===== src/rtl/crypto_sm3_inv.sv =====
// crypto_sm3_inv: multi-cycle inverse of the SM3 P0/P1 permutations.
//
// P0(x) = x ^ rol32(x,9)  ^ rol32(x,17)
// P1(x) = x ^ rol32(x,15) ^ rol32(x,23)
// Both satisfy P^32 = identity, so applying P 31 times gives P^-1. The block latches a
// 32-bit word, applies the selected P ITERATIONS times, and returns the 32-bit result
// sign-extended to XLEN through a valid/ready handshake.
//
// Optional build macro: CRYPTO_SM3_INV_UNROLL2_EN
//   Defined   -> two P applications per RUN cycle (ceil(ITERATIONS/2) cycles).
//   Undefined -> one P application per RUN cycle (ITERATIONS cycles).
//   Results are identical in both builds.
//
// Parameters:
//   ITERATIONS : number of P applications, legal range 1..31 (31 = inverse, 1 = forward)
//   XLEN       : datapath width, 32 or 64
//
// Ports:
//   clk_i     : clock
//   rst_ni    : asynchronous active-low reset
//   flush_i   : synchronous abort; returns to idle, no result produced
//   valid_i   : request valid
//   ready_o   : block can accept a request (idle)
//   op_i      : 0 = P0, 1 = P1
//   rs1_i     : operand, only bits [31:0] used
//   valid_o   : result valid
//   ready_i   : consumer accepts result
//   result_o  : sign-extended 32-bit result, zero when valid_o is low

module crypto_sm3_inv #(
  parameter int unsigned ITERATIONS = 31,
  parameter int unsigned XLEN       = 64
) (
  input  logic            clk_i,
  input  logic            rst_ni,
  input  logic            flush_i,
  input  logic            valid_i,
  output logic            ready_o,
  input  logic            op_i,
  input  logic [XLEN-1:0] rs1_i,
  output logic            valid_o,
  input  logic            ready_i,
  output logic [XLEN-1:0] result_o
);

  localparam logic [4:0] IterCnt = 5'(ITERATIONS);

  typedef enum logic [1:0] {StIdle, StRun, StDone} state_e;

  state_e      state_q, state_d;
  logic [4:0]  cnt_q, cnt_d;
  logic [31:0] acc_q, acc_d;
  logic        op_q, op_d;
  logic        run_last;
  logic        accept;
  logic [XLEN-1:0] acc_ext;

  function automatic logic [31:0] sm3_p0(input logic [31:0] x);
    return x ^ {x[22:0], x[31:23]} ^ {x[14:0], x[31:15]};
  endfunction

  function automatic logic [31:0] sm3_p1(input logic [31:0] x);
    return x ^ {x[16:0], x[31:17]} ^ {x[8:0], x[31:9]};
  endfunction

  function automatic logic [31:0] sm3_p(input logic op, input logic [31:0] x);
    return op ? sm3_p1(x) : sm3_p0(x);
  endfunction

  // flush_i wins over a simultaneous request
  assign accept = (state_q == StIdle) && valid_i && !flush_i;

`ifdef CRYPTO_SM3_INV_UNROLL2_EN
  // cnt 2 or 1 means this cycle finishes the remaining applications
  assign run_last = (cnt_q <= 5'd2);
`else
  assign run_last = (cnt_q == 5'd1);
`endif

  // State register
  always_ff @(posedge clk_i or negedge rst_ni) begin
    if (!rst_ni) begin
      state_q <= StIdle;
    end else begin
      state_q <= state_d;
    end
  end

  // Next-state logic
  always_comb begin
    state_d = state_q;
    unique case (state_q)
      StIdle:  if (accept)   state_d = StRun;
      StRun:   if (run_last) state_d = StDone;
      StDone:  if (ready_i)  state_d = StIdle;
      default: state_d = StIdle;
    endcase
    if (flush_i) begin
      state_d = StIdle;
    end
  end

  // Datapath registers
  always_ff @(posedge clk_i or negedge rst_ni) begin
    if (!rst_ni) begin
      cnt_q <= '0;
      acc_q <= '0;
      op_q  <= 1'b0;
    end else begin
      cnt_q <= cnt_d;
      acc_q <= acc_d;
      op_q  <= op_d;
    end
  end

  always_comb begin
    cnt_d = cnt_q;
    acc_d = acc_q;
    op_d  = op_q;
    unique case (state_q)
      StIdle: begin
        if (accept) begin
          acc_d = rs1_i[31:0];
          op_d  = op_i;
          cnt_d = IterCnt;
        end
      end
      StRun: begin
`ifdef CRYPTO_SM3_INV_UNROLL2_EN
        if (cnt_q >= 5'd2) begin
          acc_d = sm3_p(op_q, sm3_p(op_q, acc_q));
          cnt_d = cnt_q - 5'd2;
        end else begin
          acc_d = sm3_p(op_q, acc_q);
          cnt_d = cnt_q - 5'd1;
        end
`else
        acc_d = sm3_p(op_q, acc_q);
        cnt_d = cnt_q - 5'd1;
`endif
      end
      default: ;
    endcase
  end

  // Sign extension; upper operand bits are intentionally ignored
  if (XLEN > 32) begin : gen_sext
    logic unused_rs1_hi;
    assign unused_rs1_hi = ^rs1_i[XLEN-1:32];
    assign acc_ext = {{(XLEN-32){acc_q[31]}}, acc_q};
  end else begin : gen_nosext
    assign acc_ext = acc_q;
  end

  // Output logic
  always_comb begin
    ready_o  = (state_q == StIdle);
    valid_o  = (state_q == StDone);
    result_o = valid_o ? acc_ext : '0;
  end

endmodule


===== config.mk =====
export PLATFORM = sky130hd
export DESIGN_NAME = crypto_sm3_inv
export DESIGN_NICKNAME = d
export VERILOG_FILES = /design/src/rtl/crypto_sm3_inv.sv
export SDC_FILE = /design/constraint.sdc
export NUM_CORES = 1
export LEC_CHECK = 0
export CAP_MARGIN = 40
export CORE_MARGIN = 3
export CORE_UTILIZATION = 45
export CTS_CLUSTER_SIZE = 30
export DETAILED_ROUTE_END_ITERATION = 8
export GPL_ROUTABILITY_DRIVEN = 1
export PLACE_DENSITY = 0.82
export REMOVE_ABC_BUFFERS = 1
export SLEW_MARGIN = 5
export SYNTH_ARGS = -nofsm -noshare
export SYNTH_HDL_FRONTEND = slang
export SYNTH_SLANG_ARGS = --single-unit

===== constraint.sdc =====
create_clock -name clk_i -period 2.1 [get_ports clk_i]
set_input_delay 0.21 -clock clk_i [delete_from_list [all_inputs] [get_ports clk_i]]
set_output_delay 0.21 -clock clk_i [all_outputs]
set_load 0.02 [all_outputs]

; Yosys cells after proc, flatten, opt, wreduce, memory -nomap -nowiden
; Cells that the tools add are included.
; W data, S select, Z words.
[word_totals]
register_bits = 40
word_cells = 35
[classes]
n_addsub = 1
n_eq_ne = 7
n_mux = 11
bitwise = 4
reduce_logical = 8
[op_table]
columns = cell, count
row1 = $xor A32 B32 Y32, 4
row2 = $mux W32, 2
row3 = $mux W64, 1
row4 = $pmux W32 S2, 1
row5 = $pmux W5 S2, 1
row6 = $mux W2, 4
row7 = $ne A3 B2 Y1 const B, 2
row8 = $pmux W2 S3, 1
row9 = $eq A5 B1 Y1 const B, 1
row10 = $mux W5, 1
row11 = $sub A5 B1 Y5 const B, 1
row12 = $reduce_and A2 Y1, 2
row13 = $ne A3 B3 Y1 const B, 1
row14 = $reduce_and A3 Y1, 1
row15 = $eq A2 B1 Y1 const B, 1
row16 = $eq A2 B2 Y1 const B, 1
row17 = $logic_and A1 B1 Y1, 2
row18 = $logic_not A2 Y1, 1
row19 = $ne A2 B1 Y1 const B, 1
row20 = $reduce_bool A2 Y1, 1
row21 = $logic_not A1 Y1, 1

; Logic depth before layout (Yosys ltp)
; Gate-level depths: netlist (run 1).
[depth]
ltp_word = 6
ltp_mapped = 6

; Worst setup path before layout (run 1)
; OpenSTA, ideal clock, no wires.
[synth_path]
path_kind = register -> output
from = reg state_q[1]
to = out result_o[32]
arrival_ns = 1.812
required_ns = 1.890
slack_ns = 0.078
path_stages_with_launch = 6
path_buffers = 2
path_cell_list = dfrtp_1 > buf_6 > inv_1 > nor2_1 > and2_1 > buf_4
[synth_between]
elab_chain_len = 2
[synth_rtl]
columns = item, line_no
row1 = from (decl), 50  ; state_e state_q, state_d;
row2 = from (signal assigned), 83  ; state_q <= StIdle;
row3 = from (signal assigned), 85  ; state_q <= state_d;
row4 = $eq A2 B2 Y1, 158  ; valid_o = (state_q == StDone);
row5 = $mux W64, 159  ; result_o = valid_o ? acc_ext : '0;
row6 = to (decl), 43  ; output logic [XLEN-1:0] result_o
; No other way between the ends.

; Worst setup path after layout (run 1)
[layout_path]
from = reg state_q[0]
to = out valid_o
[layout_between]
elab_chain_len = 1
[layout_rtl]
columns = item, line_no
row1 = $eq A2 B2 Y1, 158
row2 = to (decl), 41  ; output logic valid_o,
; No other way between the ends.

==> results by group, run 1 <==
STA
  – RSZ-0062 raised after global routing: false
  – Hold Vio Cnt, Final: 0
  – Final Setup Violations: 0
  – Setup slack after layout: 0.1683 ns
  – Final Cycle Share: 91.98%
  – Skew final: 0.01274 ns
  – Slew HR: 59.51%
  – Max Clk Rate: 517.7 MHz
  – Minimum clock period: 1.932 ns
  – Worst Tran Pin Value: 0.6061 ns
  – Slew Limit Fails: 0

Routing
  – WL final: 9599 um
  – Wire length per cell: 17.02 um
  – DRC viols: 0
  – Detailed-router iteration count before antenna repair: 5
  – Drt initial violations: 261
  – Routed Antenna Nets: 0
  – DR vias/cell: 5.601
  – Via count: 3159

Yosys
  – FFs w/ async S/R, synth: 100.0%
  – Sequential share of the synthesized area: 28.44%
  – Synth cell types: 45
  – Most frequent cells after synthesis: xor2_1 (43), dfrtp_1 (40), buf_4 (34)
  – Share of the synthesized area in the top cell type: 28.44%
  – Yosys reg bits: 40
  – Syn Area/Cell: 8.584 um2
  – Main synth FF type: dfrtp_1
  – Biggest area consumer among synthesized cells: dfrtp_1
  – Post-synth EDFFs: 0
  – Post-Syn Area: 3520 um2
  – Synth area leaders: dfrtp_1 (28%), xor2_1 (11%), buf_4 (7.3%), mux2i_1 (6.5%), and2_1 (5.9%)
  – YS warnings: 0
  – Most numerous cell in the Yosys netlist: xor2_1
  – Syn Inst Count: 410

Floorplanning
  – Die Height: 94.44 um
  – Core ar.: 7408 um2
  – Site row count: 31
  – Die W: 94.44 um
  – # IOs: 136
  – Initial Util: 47.51%
  – Die area: 8919 um2

CTS
  – Worst-Skew Late Latency: 0.31 ns
  – Max H-tree Level: 2
  – CTS tree: built
  – CTS Buf Count: 5
  – Clk sinks: 40
  – Clock Tree Buf Depth: 2
  – Post-CTS Setup Inserts: 0
  – CTS root buffer: clkbuf_8
  – CTS clk-pin slew, worst paths: 0.08 ns

Global route
  – First-pass GRT wire length: 15400 um
  – GRT Total Usage: 21.82%
  – Largest net degree at the start of global routing: 41
  – Grt ovf: 0
  – Antenna violations before repair: 0
  – Vias in the first global route: 3096

Layout
  – Final Non-Filler Cells: 564
  – Area Overhead vs Synth: 30.50%
  – Final Instance Area: 4593 um2
  – Final-stage net count: 536
  – ANT cells: 0
  – Layout cells sized above 1: 8.602%

Worst setup path
  – CP arrival: 1.72 ns
  – Critical path peak fanout: 20
  – Worst setup EP type: primary output
  – Crit path kind: register to primary output
  – Startpoint types: register
  – WP data required: 1.89 ns

Placed design
  – Placement Setup Slack: 0.2356 ns
  – Routability cong.: 0.9163
  – DPL Wire Length: 6926 um
  – Placed Area: 4414 um2
  – Buffers added on ports: 103
  – Cells after DPL: 555

Power and ir drop
  – Static Leak: 2.550 nW
  – Tot Pwr: 0.005113 W
  – Pwr per Cell Area: 1113 nW/um2
  – VDD IR max: 0.5972 mV

Flow run
  – Max Cap Viol: 0

Hold path
  – Hold WC Path Type: primary input to register

Outcome
  – Status: completed
-- per-layer routing --
metal,up-vias,GRT usage (%),share of wire (%)
met5,-,0,0
met4,0,5.776,1.2
met3,14,5.179,7.8
met2,135,35.34,49
met1,1502,29.27,42
li1,1508,-,-
-- path summary, 6_finish.rpt --
path	start	end	slack [ns]	depth (start not counted)
setup reg to reg	state_q[1]$_DFFE_PN0P_	cnt_q[4]$_DFFE_PN0P_	0.34	5
min in group asynchronous	rst_ni	acc_q[23]$_DFFE_PN0P_	0.50	3
setup / recovery	state_q[0]$_DFFE_PN0P_	valid_o	0.17	3
hold / removal	op_i	op_q$_DFFE_PN0P_	0.47	3
max in group asynchronous	rst_ni	acc_q[22]$_DFFE_PN0P_	1.22	3
hold reg to reg	cnt_q[0]$_DFFE_PN0P_	cnt_q[0]$_DFFE_PN0P_	0.55	1
-- cell type report --
class	count	area (um2)
fill	625	2815
multi-input combinational	291	2066
tap	99	123.9
sequential	40	1001
clock inverter	1	30.03
timing repair buffer	122	1261
inverter	4	15.01
clock buffer	7	96.34
-- timing repair --
action	4_1_cts	5_1_grt
hold buffers	1	0
resized for setup	35	31
setup endpoints to repair	55	31
hold endpoints to repair	40	0
-- registers in the layout (all words and copies together) (netlist names) --
register / cells
op_q: 1
state_q: 2
acc_q: 32
cnt_q: 5
-- power breakdown --
| group | total (W) | internal (W) | switching (W) |
|---|---|---|---|
| clock | 0.000720 | 0.000420 | 0.000300 |
| combinational | 0.00263 | 0.00133 | 0.00130 |
| sequential | 0.00176 | 0.00108 | 0.000675 |
-- critical path, cell delays in order, from the launching register on --
cell and delay, ns:
dfrtp_1 0.42, nor2_2 0.19, buf_6 0.19, clkdlybuf4s50_1 0.62
-- kinds of logic (layout without fill, tap and decap cells) --
| family | Yosys count | after routing | synth area share (%) |
|---|---|---|---|
| compound gates | 108 | 108 | 21.47 |
| xor+xnor | 52 | 52 | 13.15 |
| fa+ha+maj | 2 | 2 | 0.7109 |
| buf+inv | 79 | 134 | 12.98 |
| flops | 40 | 40 | 28.44 |
| mux | 27 | 27 | 7.821 |
| simple gates | 102 | 102 | 15.43 |
-- cell usage in the layout, fill, tap and decap left out, types with 3 or more instances in the layout --
cell type,count
a21boi_0,3
a21o_1,3
a21oi_1,20
a22oi_1,6
a2bb2oi_1,18
a32oi_1,8
and2_1,33
buf_12,4
buf_4,13
clkbuf_8,7
clkdlybuf4s50_1,38
dfrtp_1,40
dlygate4sd2_1,33
dlymetal6s2s_1,31
inv_1,4
mux2_2,4
mux2i_1,23
nand2_1,33
nor2_1,18
o211ai_1,5
o21ai_0,9
o22a_1,4
o22ai_1,22
o31ai_1,3
xnor2_1,8
xor2_1,43
-- through the flow --
stage	TNS, ns	hold slack (ns)	utilization, %
final	0	0.4744	62.00
after global routing	0	0.4809	62.00
after CTS	0	0.4647	60.95
after detailed placement	0	0.3139	59.58
after global placement	0	0.3125	59.58
after floorplan	-179.30	-0.08559	-
No activity file was read; power rests on OpenSTA's default activity.
==> inputs of run 2 (changes only) <==
--- a/config.mk
+++ b/config.mk
@@ -8,3 +8,3 @@
 export CAP_MARGIN = 40
-export CORE_MARGIN = 3
+export CORE_MARGIN = 1.5
 export CORE_UTILIZATION = 45
--- a/constraint.sdc
+++ b/constraint.sdc
@@ -3,2 +3,2 @@
 set_output_delay 0.21 -clock clk_i [all_outputs]
-set_load 0.02 [all_outputs]
+set_load 0.05 [all_outputs]
==> run 2 against run 1 <==
  * Fmax rose by 0.77%
  * Largest cell class unchanged
  * Routed wire length up 3.8%
  * Utilization up 5.5 points
  * Critical path depth increased by 1
  * Sequential cell count did not move
  * Sequential share of layout area decreased by 2.4 points
  * Highest routed layer unchanged
==> results by group, run 2 (synthesis results as in run 1) <==
STA
  – Final Cycle Share: 91.28% (was 91.98%)
  – Max Clk Rate: 521.7 MHz (was 517.7 MHz)
  – Hold Vio Cnt, Final: 0 (unchanged)
  – Slew Limit Fails: 0 (unchanged)
  – Minimum clock period: 1.917 ns (was 1.932 ns)
  – RSZ-0062 raised after global routing: false (unchanged)
  – Skew final: 0.005473 ns (was 0.01274 ns)
  – Slew HR: 67.09% (was 59.51%)
  – Final Setup Violations: 0 (unchanged)
  – Worst Tran Pin Value: 0.4927 ns (was 0.6061 ns)

Layout
  – Most frequent cells in the layout: buf_12 (67), xor2_1 (43), dfrtp_1 (39) (was xor2_1 (43), dfrtp_1 (40), clkdlybuf4s50_1 (38))
  – Area Overhead vs Synth: 46.64% (was 30.50%)
  – Largest registers: acc_q (32), cnt_q (5), state_q (2) (unchanged)
  – Commonest non-fill, non-tap cell in the layout: buf_12 (was xor2_1)
  – Max FFs per register: 32 (unchanged)
  – ANT cells: 0 (unchanged)
  – Final Non-Filler Cells: 564 (unchanged)
  – Final-stage net count: 533 (was 536)
  – Fillcell total: 575 (was 625)
  – Most flop-heavy register: acc_q (unchanged)
  – Layout cells sized above 1: 22.08% (was 8.602%)

CTS
  – Clock Tree Buf Depth: 2 (unchanged)
  – Worst-Skew Late Latency: 0.30 ns (was 0.31 ns)
  – CTS clk-pin slew, worst paths: 0.08 ns (about the same)
  – Max H-tree Level: 2 (unchanged)
  – Clk sinks: 40 (unchanged)
  – CTS tree: built (unchanged)
  – CTS root buffer: clkbuf_8 (unchanged)
  – CTS Buf Count: 5 (unchanged)

Worst setup path
  – Worst setup EP type: primary output (unchanged)
  – Critical path peak fanout: 16 (was 20)
  – Startpoint types: register (unchanged)
  – CP cell instances: nor2_1 -> and2_1 -> clkbuf_8 -> buf_12 (was nor2_2 -> buf_6 -> clkdlybuf4s50_1)
  – Worst path max stage delay: 0.50 ns (was 0.62 ns)
  – Worst R2R Setup Slack: 0.36 ns (was 0.34 ns)
  – Critical-path top delay cell: dfrtp_1 (was clkdlybuf4s50_1)
  – CP arrival: 1.71 ns (was 1.72 ns)
  – WP data required: 1.89 ns (about the same)
  – Crit path kind: register to primary output (unchanged)

Power and ir drop
  – Static Leak: 2.091 nW (was 2.550 nW)
  – Comb power frac: 51.8% (was 51.5%)
  – Clock Power Share: 12.7% (was 14.1%)
  – Sequential power share: 35.5% (was 34.4%)
  – VDD IR max: 0.4553 mV (was 0.5972 mV)
  – Pwr per Cell Area: 990.2 nW/um2 (was 1113 nW/um2)
  – Switch share: 46.11% (was 44.47%)
  – Internal: 0.002754 W (was 0.002839 W)
  – Sw Pwr: 0.002357 W (was 0.002274 W)
  – Tot Pwr: 0.005111 W (was 0.005113 W)

Routing
  – DRC viols: 0 (unchanged)
  – Detailed-router iteration count before antenna repair: 4 (was 5)
  – Routed Antenna Nets: 0 (unchanged)
  – Wire length per cell: 17.67 um (was 17.02 um)
  – DR vias/cell: 5.800 (was 5.601)
  – WL final: 9966 um (was 9599 um)
  – Drt initial violations: 248 (was 261)
  – Via count: 3271 (was 3159)

Placed design
  – DPL Wire Length: 7283 um (was 6926 um)
  – Cells after DPL: 554 (was 555)
  – Buffers added on ports: 103 (unchanged)
  – Routability cong.: 0.8803 (was 0.9163)

Floorplanning
  – Site row count: 32 (was 31)
  – Core ar.: 7647 um2 (was 7408 um2)
  – # IOs: 136 (unchanged)
  – Die W: 91.44 um (was 94.44 um)
  – Initial Util: 46.02% (was 47.51%)
  – Die Height: 91.44 um (was 94.44 um)
  – Die area: 8361 um2 (was 8919 um2)

Global route
  – GRT Total Usage: 24.02% (was 21.82%)
  – First-pass GRT wire length: 16010 um (was 15400 um)
  – Grt ovf: 0 (unchanged)
  – Antenna violations before repair: 0 (unchanged)
  – Largest net degree at the start of global routing: 34 (was 41)
  – Vias in the first global route: 3301 (was 3096)

Flow run
  – Max Cap Viol: 0 (unchanged)

Outcome
  – Status: completed (unchanged)

Hold path
  – Hold WC Path Type: primary input to async pin (was primary input to register)
run 2: routing by layer:
| metal | track usage (%) | vias up | wire length, um |
|---|---|---|---|
| li1 | - | 1505 | - |
| met1 | 29.30 | 1558 | 3978 |
| met2 | 40.24 | 185 | 4928 |
| met3 | 6.449 | 23 | 815 |
| met4 | 9.115 | 0 | 243 |
| met5 | 0 | - | 0 |
run 2: stage by stage:
| step | hold slack [ns] | area (um2) | setup WS [ns] | util [%] | TNS (ns) |
|---|---|---|---|---|---|
| 4_1_cts | 0.3922 | 5141 | 0.08515 | 67.23 | 0 |
| 3_5_place_dp | 0.1676 | 5024 | 0.1886 | 65.69 | 0 |
| 6_report | 0.3887 | 5161 | 0.1831 | 67.49 | 0 |
| 5_1_grt | 0.4202 | 5161 | 0.08042 | 67.49 | 0 |
| 3_3_place_gp | 0.3915 | 5004 | 0.2499 | 65.43 | 0 |
| 2_1_floorplan | -0.08559 | 3078 | -11.36 | - | -424.58 |
run 2: path summary, 6_finish.rpt:
check / cells past startpoint / end / from
worst max register to register: 4 / acc_q[6]$_DFFE_PN0P_ / state_q[0]$_DFFE_PN0P_
worst min-delay path: 2 / acc_q[21]$_DFFE_PN0P_ / rst_ni
worst min register to register: 1 / cnt_q[0]$_DFFE_PN0P_ / cnt_q[0]$_DFFE_PN0P_
max in group asynchronous: 3 / state_q[1]$_DFFE_PN0P_ / rst_ni
min in group clk_i: 3 / op_q$_DFFE_PN0P_ / op_i
worst max-delay path: 4 / result_o[44] / state_q[0]$_DFFE_PN0P_
run 2: layout make-up:
cell class                      count  area, um2  area share [%]
Multi-Input combinational cell    291       2063           39.98
Timing Repair Buffer              119       1846           35.76
Clock buffer                        6      72.57           1.406
Sequential cell                    40       1002           19.42
Clock inverter                      2      35.03          0.6788
Inverter                            4      15.01          0.2909
Tap cell                          102      127.6           2.473
run 2: repair_timing:
item | 4_1_cts | 5_1_grt
endpoints found under the setup margin | 0 | 39
hold buffers | 1 | 0
buffers inserted | 0 | 0
hold endpoints to repair | 16 | 0
gates resized for setup | 0 | 3
run 2: worst max-delay path, delay by kind of cell (launching register included):
kind,cells,cell delay (ns)
and+or+nand+nor,2,0.39
buffers and inverters,2,0.52
DFF,1,0.50
run 2: power groups by stage:
stage | Sequential (W) | Combinational [W] | Clock, W
2_1_floorplan | 0.00162 | 0.00201 | 0
3_3_place_gp | 0.00176 | 0.00244 | 0
3_5_place_dp | 0.00180 | 0.00258 | 0
4_1_cts | 0.00179 | 0.00262 | 0.000647
5_1_grt | 0.00187 | 0.00288 | 0.000671
6_report | 0.00182 | 0.00265 | 0.000649
